### src/rtl/chunked_adder_seq.sv
// Multi-cycle adder/subtractor. It adds CHUNK bits per clock, LSB chunk first,
// and keeps the inter-chunk carry in a register. A start/done handshake
// frames each operation. Subtract mode computes A + ~B + 1.
module chunked_adder_seq #(
  parameter int unsigned WIDTH = 64,
  parameter int unsigned CHUNK = 16
) (
  input  logic             clk,
  input  logic             rst_n,
  input  logic             start,
  input  logic [WIDTH-1:0] a,
  input  logic [WIDTH-1:0] b,
  input  logic             cin,
  input  logic             sub,
  output logic             ready,
  output logic             done,
  output logic [WIDTH-1:0] s,
  output logic             cout,
  output logic             ovf
);

  localparam int unsigned NUM_CHUNKS = WIDTH / CHUNK;
  localparam int unsigned IDX_W      = (NUM_CHUNKS > 1) ? $clog2(NUM_CHUNKS) : 1;
  localparam int unsigned BASE_W     = (WIDTH > 1) ? $clog2(WIDTH) : 1;
  localparam logic [IDX_W-1:0] LAST_IDX = IDX_W'(NUM_CHUNKS - 1);

  if ((CHUNK == 0) || ((WIDTH % CHUNK) != 0)) begin : g_bad_chunk
    $error("chunked_adder_seq: WIDTH must be a non-zero multiple of CHUNK");
  end

  typedef enum logic [1:0] {IDLE, RUN, DONE} state_t;

  state_t             state_q, state_d;
  logic [WIDTH-1:0]   a_q, a_d;
  logic [WIDTH-1:0]   b_q, b_d;
  logic               carry_q, carry_d;
  logic [IDX_W-1:0]   idx_q, idx_d;
  logic [WIDTH-1:0]   acc_q, acc_d;
  logic [WIDTH-1:0]   s_q, s_d;
  logic               cout_q, cout_d;
  logic               ovf_q, ovf_d;

  logic [BASE_W-1:0]  base;
  logic [CHUNK-1:0]   a_chunk;
  logic [CHUNK-1:0]   b_chunk;
  logic [CHUNK:0]     chunk_sum;
  logic               msb_carry_in;

  // Chunk datapath, next-state logic and handshake outputs.
  always_comb begin
    state_d = state_q;
    a_d     = a_q;
    b_d     = b_q;
    carry_d = carry_q;
    idx_d   = idx_q;
    acc_d   = acc_q;
    s_d     = s_q;
    cout_d  = cout_q;
    ovf_d   = ovf_q;
    ready   = 1'b0;
    done    = 1'b0;

    base         = BASE_W'(32'(idx_q) * CHUNK);
    a_chunk      = a_q[base +: CHUNK];
    b_chunk      = b_q[base +: CHUNK];
    chunk_sum    = {1'b0, a_chunk} + {1'b0, b_chunk} + {{CHUNK{1'b0}}, carry_q};
    // The sum bit equals a ^ b ^ carry-in, so the carry into the MSB is recovered from it.
    msb_carry_in = a_chunk[CHUNK-1] ^ b_chunk[CHUNK-1] ^ chunk_sum[CHUNK-1];

    unique case (state_q)
      IDLE: begin
        ready = 1'b1;
        if (start) begin
          a_d     = a;
          b_d     = sub ? ~b : b;
          carry_d = sub ? 1'b1 : cin;
          idx_d   = '0;
          state_d = RUN;
        end
      end
      RUN: begin
        acc_d[base +: CHUNK] = chunk_sum[CHUNK-1:0];
        carry_d              = chunk_sum[CHUNK];
        idx_d                = idx_q + IDX_W'(1);
        if (idx_q == LAST_IDX) begin
          // The result register takes the accumulator including this cycle's chunk.
          s_d     = acc_d;
          cout_d  = chunk_sum[CHUNK];
          ovf_d   = msb_carry_in ^ chunk_sum[CHUNK];
          idx_d   = '0;
          state_d = DONE;
        end
      end
      DONE: begin
        done    = 1'b1;
        state_d = IDLE;
      end
      default: state_d = IDLE;
    endcase
  end

  // State and datapath registers with synchronous active-low reset.
  always_ff @(posedge clk) begin
    if (!rst_n) begin
      state_q <= IDLE;
      a_q     <= '0;
      b_q     <= '0;
      carry_q <= 1'b0;
      idx_q   <= '0;
      acc_q   <= '0;
      s_q     <= '0;
      cout_q  <= 1'b0;
      ovf_q   <= 1'b0;
    end else begin
      state_q <= state_d;
      a_q     <= a_d;
      b_q     <= b_d;
      carry_q <= carry_d;
      idx_q   <= idx_d;
      acc_q   <= acc_d;
      s_q     <= s_d;
      cout_q  <= cout_d;
      ovf_q   <= ovf_d;
    end
  end

  assign s    = s_q;
  assign cout = cout_q;
  assign ovf  = ovf_q;

endmodule

### config.mk
export PLATFORM = sky130hd
export DESIGN_NAME = chunked_adder_seq
export DESIGN_NICKNAME = d
export VERILOG_FILES = /design/src/rtl/chunked_adder_seq.sv
export SDC_FILE = /design/constraint.sdc
export NUM_CORES = 1
export LEC_CHECK = 0
export ABC_AREA = 1
export CORE_UTILIZATION = 45
export CTS_BUF_LIST = sky130_fd_sc_hd__clkbuf_4 sky130_fd_sc_hd__clkbuf_8 sky130_fd_sc_hd__clkbuf_16
export DETAILED_ROUTE_END_ITERATION = 8
export PLACE_DENSITY = 0.81
export REMOVE_ABC_BUFFERS = 1
export SLEW_MARGIN = 30
export SYNTH_ARGS = -nofsm -noshare
export SYNTH_HDL_FRONTEND = slang
export SYNTH_SLANG_ARGS = --single-unit
### constraint.sdc
create_clock -name clk -period 3.5 [get_ports clk]
set_input_delay 0.7 -clock clk [delete_from_list [all_inputs] [get_ports clk]]
set_output_delay 0.7 -clock clk [all_outputs]
set_load 0.01 [all_outputs]
==> results.md, run 1 <==
- Outcome: finished, final reports clean
- Sw frac: 30.0%
- Port bufs: 200
- Combinational Power Share: 21.9%
- FF-to-FF Start: idx_q[0]$_SDFFE_PN0P_
- Initial DRC count: 903
- Clk_lat worst skew: 0.55 ns
- Global-route wire length before repair: 56000 um
- Syn avg cell area: 7.16 sq um
- Rows: 61
- Crit path DAT: 3.61 ns
- Die area: 29400 sq um
- Clock power share: 36.7%
- Clock Sinks: 263
- Most frequent cells in the layout: nor2_1, dfxtp_1, inv_1, nand2_1, clkdlybuf4s50_1
- Final count of negative-setup-slack endpoints: 0
- Post-synthesis cell area: 12900 sq um
- Boundary Pins: 201
- Register clock-pin slew on the reported worst setup and hold paths: 0.06 ns
- Setup crit start kind: flip-flop
- Worst Reg-to-Reg Cells: 14
- Inst Count DP: 2288
- Leakage: 0.00716 uW
- Post-CTS sizing: 0
- Syn-to-layout area delta: 24.1%
- Most common cell after layout, fill and taps aside: nor2_1
- Worst R2R End: acc_q[52]$_SDFFE_PN0P_
- DRC: 0
- Hpwl dp: 24100 um
- DRT Pass-1 Iters: 7
- Yosys warnings: 0
- Pin count of the biggest net entering global routing: 77
- Starting density of the core: 46.2%
- Worst VDD drop: 0.307 mV
- Worst Max-Slew Pin Slew: 0.736 ns
- Hold Vio Cnt, Final: 0
- Final Non-Filler Cells: 2337
- Die X: 172 um
- Hold Path Stages: 2
- Unrepaired setup endpoints after global routing: false
- Pre-CTS WS: 0.500 ns
- Routability cong.: 0.848
- Worst Clk Skew: 0.0234 ns
- Critical path endpoint category: flip-flop
- Core Box Area: 28000 sq um
- Hold crit path type: reg2reg
- Hold Crit Start: a_q[21]$_SDFFE_PN0P_
- Setup TNS: 0 ns
- Crit path kind: reg2reg
- Reg power frac: 41.4%
- Vias in the first global route: 11494
- Wire per inst: 15.0 um
- Post-CTS Setup Bufs: 0
- Fin util: 57.3%
- Antenna viol nets, final: 0
- H-Tree Depth: 1
- Final wirelength: 35000 um
- Vias: 12242
- Synth Instances: 1807
- Sw Pwr: 2400 uW
- Via density: 5.24
- Placed cell areas: 15100 sq um
- Max Slew Vio Count: 0
- CTS tree: yes
- Sequential share of the synthesized area: 40.7%
- Tcrit/Tclk final: 89.2%
- Clock Path Buffers: 3
- PD cells: 496 nW/um^2
- Crit-path max FO: 17
- Initial antenna violation count: 0
- Root Buffer: clkbuf_16
- Gr usage total: 23.5%
- Hold Crit Endpoint: a_q[21]$_SDFFE_PN0P_
- FMAX: 320 MHz
- R2R setup slack: 0.38 ns
- Total gr overflow: 0
- CTS Hold Bufs: 0
- Pint: 5580 uW
- Max-Cap Viols: 0
- Register bit total from synthesis: 263
- Final WS setup: 0.378 ns
- Synth unique cells: 37
- Die Y: 172 um
- Slew headroom: 51.0%
- Fin area: 16100 sq um
- Antenna Cells: 0
- TritonCTS buffer count: 28
- Min Tclk post-route: 3.12 ns
- Critical path required time: 3.99 ns
- Fin nets: 2096
- Share of layout cells above drive strength 1: 6.07%
-- registers in the layout, summed over array words and instances, names as in the netlist, 2 cells and up --
signal	count
acc_q	64
idx_q	2
s	64
b_q	64
a_q	64
state_q	2
-- cell families after synthesis --
logic type / after synthesis / synth area share (%)
compound gates: 447 / 20.5
xor+xnor: 71 / 4.92
fa+ha+maj: 23 / 2.34
buf+inv: 346 / 10.6
flops: 263 / 40.7
simple gates: 657 / 20.9
-- worst max-delay path, cell delays in order, from the launching register on --
cell	delay, ns
dfxtp_2	0.41
inv_2	0.15
o21ai_0	0.24
o22ai_1	0.13
fa_1	0.44
fa_1	0.44
nand3_1	0.12
nand3_2	0.11
xor2_1	0.29
nand2_1	0.11
nor2_1	0.21
nand2_1	0.08
o21ai_0	0.13
o21ai_0	0.13
inv_1	0.09
-- final cells by class --
type,count,area [sq um]
clock inverter,12,125
fill,2574,12000
inverter,223,847
timing repair buffer,226,2250
sequential,263,5270
multi-input combinational,1198,6310
clock buffer,37,793
tap,378,473
-- cell usage after synthesis --
library cell	number	area, sq um
inv_2	11	41.3
and2_1	1	6.26
o21ai_0	190	951
a211oi_1	65	488
clkbuf_1	71	267
xor2_2	2	32.5
nand3_1	83	415
a31oi_1	1	6.26
xor2_1	5	43.8
nand2_2	11	68.8
fa_1	2	40.0
buf_2	42	210
inv_1	211	792
o22ai_1	43	269
ha_1	21	263
or2_0	1	6.26
buf_1	7	26.3
nor3_1	3	15.0
xnor2_1	64	561
o21ai_1	24	120
nand2_1	200	751
inv_4	1	6.26
o21a_1	38	285
and2_2	1	7.51
nor2_1	329	1230
a21oi_1	45	225
a21oi_2	1	8.76
buf_4	3	22.5
o211ai_1	10	75.1
nor3_2	3	30.0
nand3_2	5	50.1
o21ai_2	1	8.76
nand4_1	17	106
dfxtp_1	263	5270
o32ai_1	2	17.5
nor2_2	3	18.8
o21bai_1	27	203
-- worst max path at each step --
stage	start	endpoint	slack [ns]
floorplan	idx_q[0]$_SDFFE_PN0P_	s[56]$_SDFFE_PN0P_	-1.28
CTS	idx_q[0]$_SDFFE_PN0P_	acc_q[52]$_SDFFE_PN0P_	0.45
global placement	idx_q[1]$_SDFFE_PN0P_	acc_q[52]$_SDFFE_PN0P_	0.63
finish	idx_q[0]$_SDFFE_PN0P_	acc_q[52]$_SDFFE_PN0P_	0.38
detailed placement	idx_q[0]$_SDFFE_PN0P_	acc_q[52]$_SDFFE_PN0P_	0.50
global route	idx_q[0]$_SDFFE_PN0P_	acc_q[52]$_SDFFE_PN0P_	0.14
-- power groups by stage --
stage	clock, uW	combinational [uW]	sequential [uW]
after floorplan	0	1100	3350
after global placement	0	1660	3360
after detailed placement	0	1710	3370
after CTS	2950	1720	3300
after global routing	3080	1950	3320
final	2920	1750	3300
-- metrics by stage --
stage | power (uW) | hold WS [ns]
after floorplan | 4460 | 0.450
after global placement | 5010 | 0.457
after detailed placement | 5070 | 0.467
after CTS | 7970 | 0.483
after global routing | 8350 | 0.501
final | 7970 | 0.479
-- metal layers --
metal  track usage [%]  part of all wire (%)  up-vias
met2              39.7                    47      412
met3              4.07                   7.0       67
met4              8.07                   2.5        0
li1                  -                     -     6138
met5                 0                     0        -
met1              29.9                    44     5625
Power figures use the tool's default switching activity.
==> run 2, diff against run 1 <==
--- a/config.mk
+++ b/config.mk
@@ -6,10 +6,10 @@
 export NUM_CORES = 1
 export LEC_CHECK = 0
 export ABC_AREA = 1
-export CORE_UTILIZATION = 45
+export CORE_UTILIZATION = 40
 export CTS_BUF_LIST = sky130_fd_sc_hd__clkbuf_4 sky130_fd_sc_hd__clkbuf_8 sky130_fd_sc_hd__clkbuf_16
 export DETAILED_ROUTE_END_ITERATION = 8
-export PLACE_DENSITY = 0.81
+export PLACE_DENSITY = 0.74
 export REMOVE_ABC_BUFFERS = 1
 export SLEW_MARGIN = 30
 export SYNTH_ARGS = -nofsm -noshare
==> results.md, run 2 (same netlist as run 1, synthesis figures left out) <==
- Outcome: finished, final reports clean
- Grt peak-use layer: met2
- Critical path required time: 3.99 ns
- Clock Sinks: 263
- Final count of negative-setup-slack endpoints: 0
- Rows: 65
- Unrepaired setup endpoints after global routing: false
- Vias: 12061
- FMAX: 321 MHz
- Most common cell after layout, fill and taps aside: nor2_1
- Crit. Startpoint: idx_q[0]$_SDFFE_PN0P_
- Root Buffer: clkbuf_16
- TritonCTS buffer count: 28
- Final Non-Filler Cells: 2361
- Final wirelength: 34900 um
- H-Tree Depth: 1
- Met1 usage: 27.4%
- R2R setup slack: 0.39 ns
- Max Slew Vio Count: 0
- Gr usage total: 20.6%
- Routability cong.: 0.841
- Worst Max-Slew Pin Slew: 0.992 ns
- Most frequent cells in the layout: nor2_1, dfxtp_1, inv_1, nand2_1, clkdlybuf4s50_1
- Via density: 5.11
- Hold crit path type: reg2reg
- Initial antenna violation count: 0
- Inst Count DP: 2311
- Initial DRC count: 896
- Die area: 33100 sq um
- DRC: 0
- Antenna Cells: 0
- FF-to-FF Start: idx_q[0]$_SDFFE_PN0P_
- Min Tclk post-route: 3.11 ns
- Setup crit end: acc_q[22]$_SDFFE_PN0P_
- Worst R2R End: acc_q[22]$_SDFFE_PN0P_
- Critical path endpoint category: flip-flop
- PD cells: 505 nW/um^2
- Post-CTS sizing: 0
- Worst Clk Skew: 0.00861 ns
- Die X: 182 um
- Die Y: 182 um
- Hold Path Stages: 2
- Starting density of the core: 40.8%
- Register clock-pin slew on the reported worst setup and hold paths: 0.06 ns
- Crit path kind: reg2reg
- Worst Reg-to-Reg Cells: 15
- Crit path DAT: 3.61 ns
- Tcrit/Tclk final: 89.0%
- DRT Pass-1 Iters: 5
- Register Area: 5270 sq um
- Vias in the first global route: 11284
- Max-Cap Viols: 0
- Global-route wire length before repair: 56000 um
- Setup crit start kind: flip-flop
- Syn-to-layout area delta: 25.1%
- Worst VDD drop: 0.363 mV
- CTS Hold Bufs: 0
- Final WS setup: 0.386 ns
- Fin nets: 2095
- FILL cells: 3039
- Post-CTS Setup Bufs: 0
- Hold Vio Cnt, Final: 0
- Clk_lat worst skew: 0.54 ns
- Clock Path Buffers: 3
- Total gr overflow: 0
- Hpwl dp: 23900 um
- Leakage: 0.00720 uW
- Core Box Area: 31700 sq um
- Multi-input logic area: 6310 sq um
- Met3 GRT Util: 2.55%
- Port bufs: 200
- Hold Crit Start: a_q[36]$_SDFFE_PN0P_
- Met2 global-route usage: 35.3%
- Boundary Pins: 201
- Antenna viol nets, final: 0
- Crit-path max FO: 16
- CTS tree: yes
- Slew headroom: 33.9%
- Wire per inst: 14.8 um
- Share of layout cells above drive strength 1: 6.02%
- Pre-CTS WS: 0.461 ns
- Pin count of the biggest net entering global routing: 87
[run 2: final cells by class]
cell class	count	share of cell area, %
clock buffers	43	5.40
clock inverters	7	0.703
inverters	223	5.23
multi-input cells	1198	39.0
flip-flops and latches	263	32.5
well taps	402	3.11
repair buffers	225	14.0
[run 2: how the worst min path moves through the flow]
stage	to	slack [ns]
after CTS	a_q[36]$_SDFFE_PN0P_	0.48
after detailed placement	a_q[36]$_SDFFE_PN0P_	0.47
after global placement	cout$_SDFFE_PN0P_	0.46
after global routing	a_q[19]$_SDFFE_PN0P_	0.50
after floorplan	a_q[16]$_SDFFE_PN0P_	0.45
final	a_q[36]$_SDFFE_PN0P_	0.48
[run 2: where the power goes]
part,leakage [uW],switching (uW),total [uW],internal [uW]
sequential,0.00216,98.4,3300,3200
clock,0.000499,1190,3130,1930
combinational,0.00454,1100,1740,647
total,0.00720,2390,8170,5780
[run 2: worst max-delay path, stage by stage, from the launching register on]
cell	delay [ns]
dfxtp_2	0.50
inv_2	0.15
o21ai_0	0.22
o22ai_1	0.12
fa_1	0.46
fa_1	0.45
nand2_1	0.09
nand3_1	0.07
nand3_1	0.09
nand2_1	0.10
xor2_1	0.25
and2_1	0.22
nand3_1	0.11
nand3_1	0.11
nand2_1	0.07
inv_1	0.05
[run 2: metal layers]
metal / vias up / routed length (um) / share of wire (%)
li1: 6117 / - / -
met1: 5526 / 15900 / 46
met2: 365 / 16300 / 47
met3: 53 / 1910 / 5.5
met4: 0 / 796 / 2.3
met5: - / 0 / 0
[run 2: through the flow]
stage	utilization [%]	setup TNS [ns]	total power (uW)	cell area, sq um	hold WS, ns
after floorplan	-	-126.57	4460	12400	0.450
after global placement	47.9	0	5040	15200	0.458
after detailed placement	47.9	0	5090	15200	0.465
after CTS	51.0	0	8210	16200	0.479
after global routing	51.0	0	8540	16200	0.498
final	51.0	0	8170	16200	0.478
==> run 3, diff against run 2 <==
--- a/config.mk
+++ b/config.mk
@@ -6,10 +6,11 @@
 export NUM_CORES = 1
 export LEC_CHECK = 0
 export ABC_AREA = 1
+export CAP_MARGIN = 30
 export CORE_UTILIZATION = 40
 export CTS_BUF_LIST = sky130_fd_sc_hd__clkbuf_4 sky130_fd_sc_hd__clkbuf_8 sky130_fd_sc_hd__clkbuf_16
 export DETAILED_ROUTE_END_ITERATION = 8
-export PLACE_DENSITY = 0.74
+export PLACE_DENSITY = 0.67
 export REMOVE_ABC_BUFFERS = 1
 export SLEW_MARGIN = 30
 export SYNTH_ARGS = -nofsm -noshare
==> results.md, run 3 (same netlist as run 1, synthesis figures left out) <==
- Outcome: finished, final reports clean
- Hpwl dp: 24000 um
- Routability cong.: 0.839
- Total gr overflow: 0
- Rows: 65
- H-Tree Depth: 1
- DRC: 0
- Port bufs: 200
- Tcrit/Tclk final: 83.4%
- Pin count of the biggest net entering global routing: 71
- Min Tclk post-route: 2.92 ns
- Wire per inst: 14.8 um
- Final count of negative-setup-slack endpoints: 0
- Clock Sinks: 263
- Via density: 5.01
- Final wirelength: 35000 um
- Worst Reg-to-Reg Cells: 14
- Max Slew Vio Count: 0
- Register clock-pin slew on the reported worst setup and hold paths: 0.07 ns
- Die Y: 182 um
- Most frequent cells in the layout: nor2_1, dfxtp_1, inv_1, nand2_1, clkdlybuf4s50_1
- CTS Hold Bufs: 0
- Hold Vio Cnt, Final: 0
- Fin util: 51.1%
- Die area: 33100 sq um
- Global-route wire length before repair: 56100 um
- PD cells: 503 nW/um^2
- R2R setup slack: 0.58 ns
- Worst VDD drop: 0.405 mV
- DRT Pass-1 Iters: 5
- Antenna Cells: 0
- Critical path endpoint category: flip-flop
- Crit path DAT: 3.43 ns
- Initial DRC count: 860
- Initial antenna violation count: 0
- Gr usage total: 20.7%
- Crit-path max FO: 36
- Slew headroom: 55.6%
- Critical path required time: 4.01 ns
- Root Buffer: clkbuf_16
- Vias: 11857
- CTS tree: yes
- Post-CTS Setup Bufs: 0
- Post-CTS sizing: 0
- Boundary Pins: 201
- Hold Path Stages: 2
- Multi-input logic area: 6310 sq um
- Setup TNS: 0 ns
- Hold Slack: 0.479 ns
- Unrepaired setup endpoints after global routing: false
- Vias in the first global route: 11000
- TritonCTS buffer count: 28
- Clock Path Buffers: 3
- Share of layout cells above drive strength 1: 6.27%
- Starting density of the core: 40.8%
- Setup crit start kind: flip-flop
- Clk_lat worst skew: 0.56 ns
- Max-Cap Viols: 0
- Register Area: 5270 sq um
- Most common cell after layout, fill and taps aside: nor2_1
- Final Non-Filler Cells: 2365
- FILL cells: 3102
- Leakage: 0.00720 uW
- Die X: 182 um
- Antenna viol nets, final: 0
- Crit path kind: reg2reg
- Fin nets: 2097
- FMAX: 343 MHz
- Hold crit path type: reg2reg
- Syn-to-layout area delta: 25.2%
- Core Box Area: 31700 sq um
- Inst Count DP: 2313
- Worst Max-Slew Pin Slew: 0.666 ns
- Worst Clk Skew: 0.0343 ns
run 3: final timing paths:
kind,from,to
max,idx_q[1]$_SDFFE_PN0P_,acc_q[20]$_SDFFE_PN0P_
min reg2reg,a_q[39]$_SDFFE_PN0P_,a_q[39]$_SDFFE_PN0P_
max reg2reg,idx_q[1]$_SDFFE_PN0P_,acc_q[20]$_SDFFE_PN0P_
min,a_q[39]$_SDFFE_PN0P_,a_q[39]$_SDFFE_PN0P_
run 3: where the power goes:
part           switching, uW  internal (uW)  total [uW]
Sequential              95.2           3200        3300
Combinational           1100            646        1750
Clock                   1240           1860        3100
run 3: worst max-delay path: stages, from the launching register on:
cell and delay (ns):
dfxtp_1 0.31, buf_4 0.24, o21ai_0 0.14, o22ai_1 0.13
fa_1 0.47, fa_1 0.44, nand3_1 0.12, nand3_2 0.10
xor2_1 0.24, nand2_1 0.11, nor2_1 0.15, nand2_1 0.06
o21ai_0 0.14, o21ai_0 0.12, inv_1 0.07
run 3: area by class of cell:
type	count	area share, %
multi-input combinational	1198	39.0
sequential	263	32.5
timing repair buffer	227	14.1
inverter	223	5.23
clock buffer	38	5.06
tap	402	3.11
clock inverter	14	0.989
run 3: routing by layer:
metal  vias to the layer above  part of all wire [%]  track usage (%)
met1                      5378                    47             28.2
met3                        34                   5.9             3.01
met2                       328                    46             34.9
met5                         -                     0                0
li1                       6117                     -                -
met4                         0                   1.5             3.86
run 3: metrics by stage:
stage	power [uW]	cell area, sq um	setup WS, ns
6_report	8140	16200	0.580
5_1_grt	8550	16200	0.270
4_1_cts	8200	16200	0.580
3_5_place_dp	5100	15200	0.621
3_3_place_gp	5060	15200	0.666
2_1_floorplan	4460	12400	-1.28
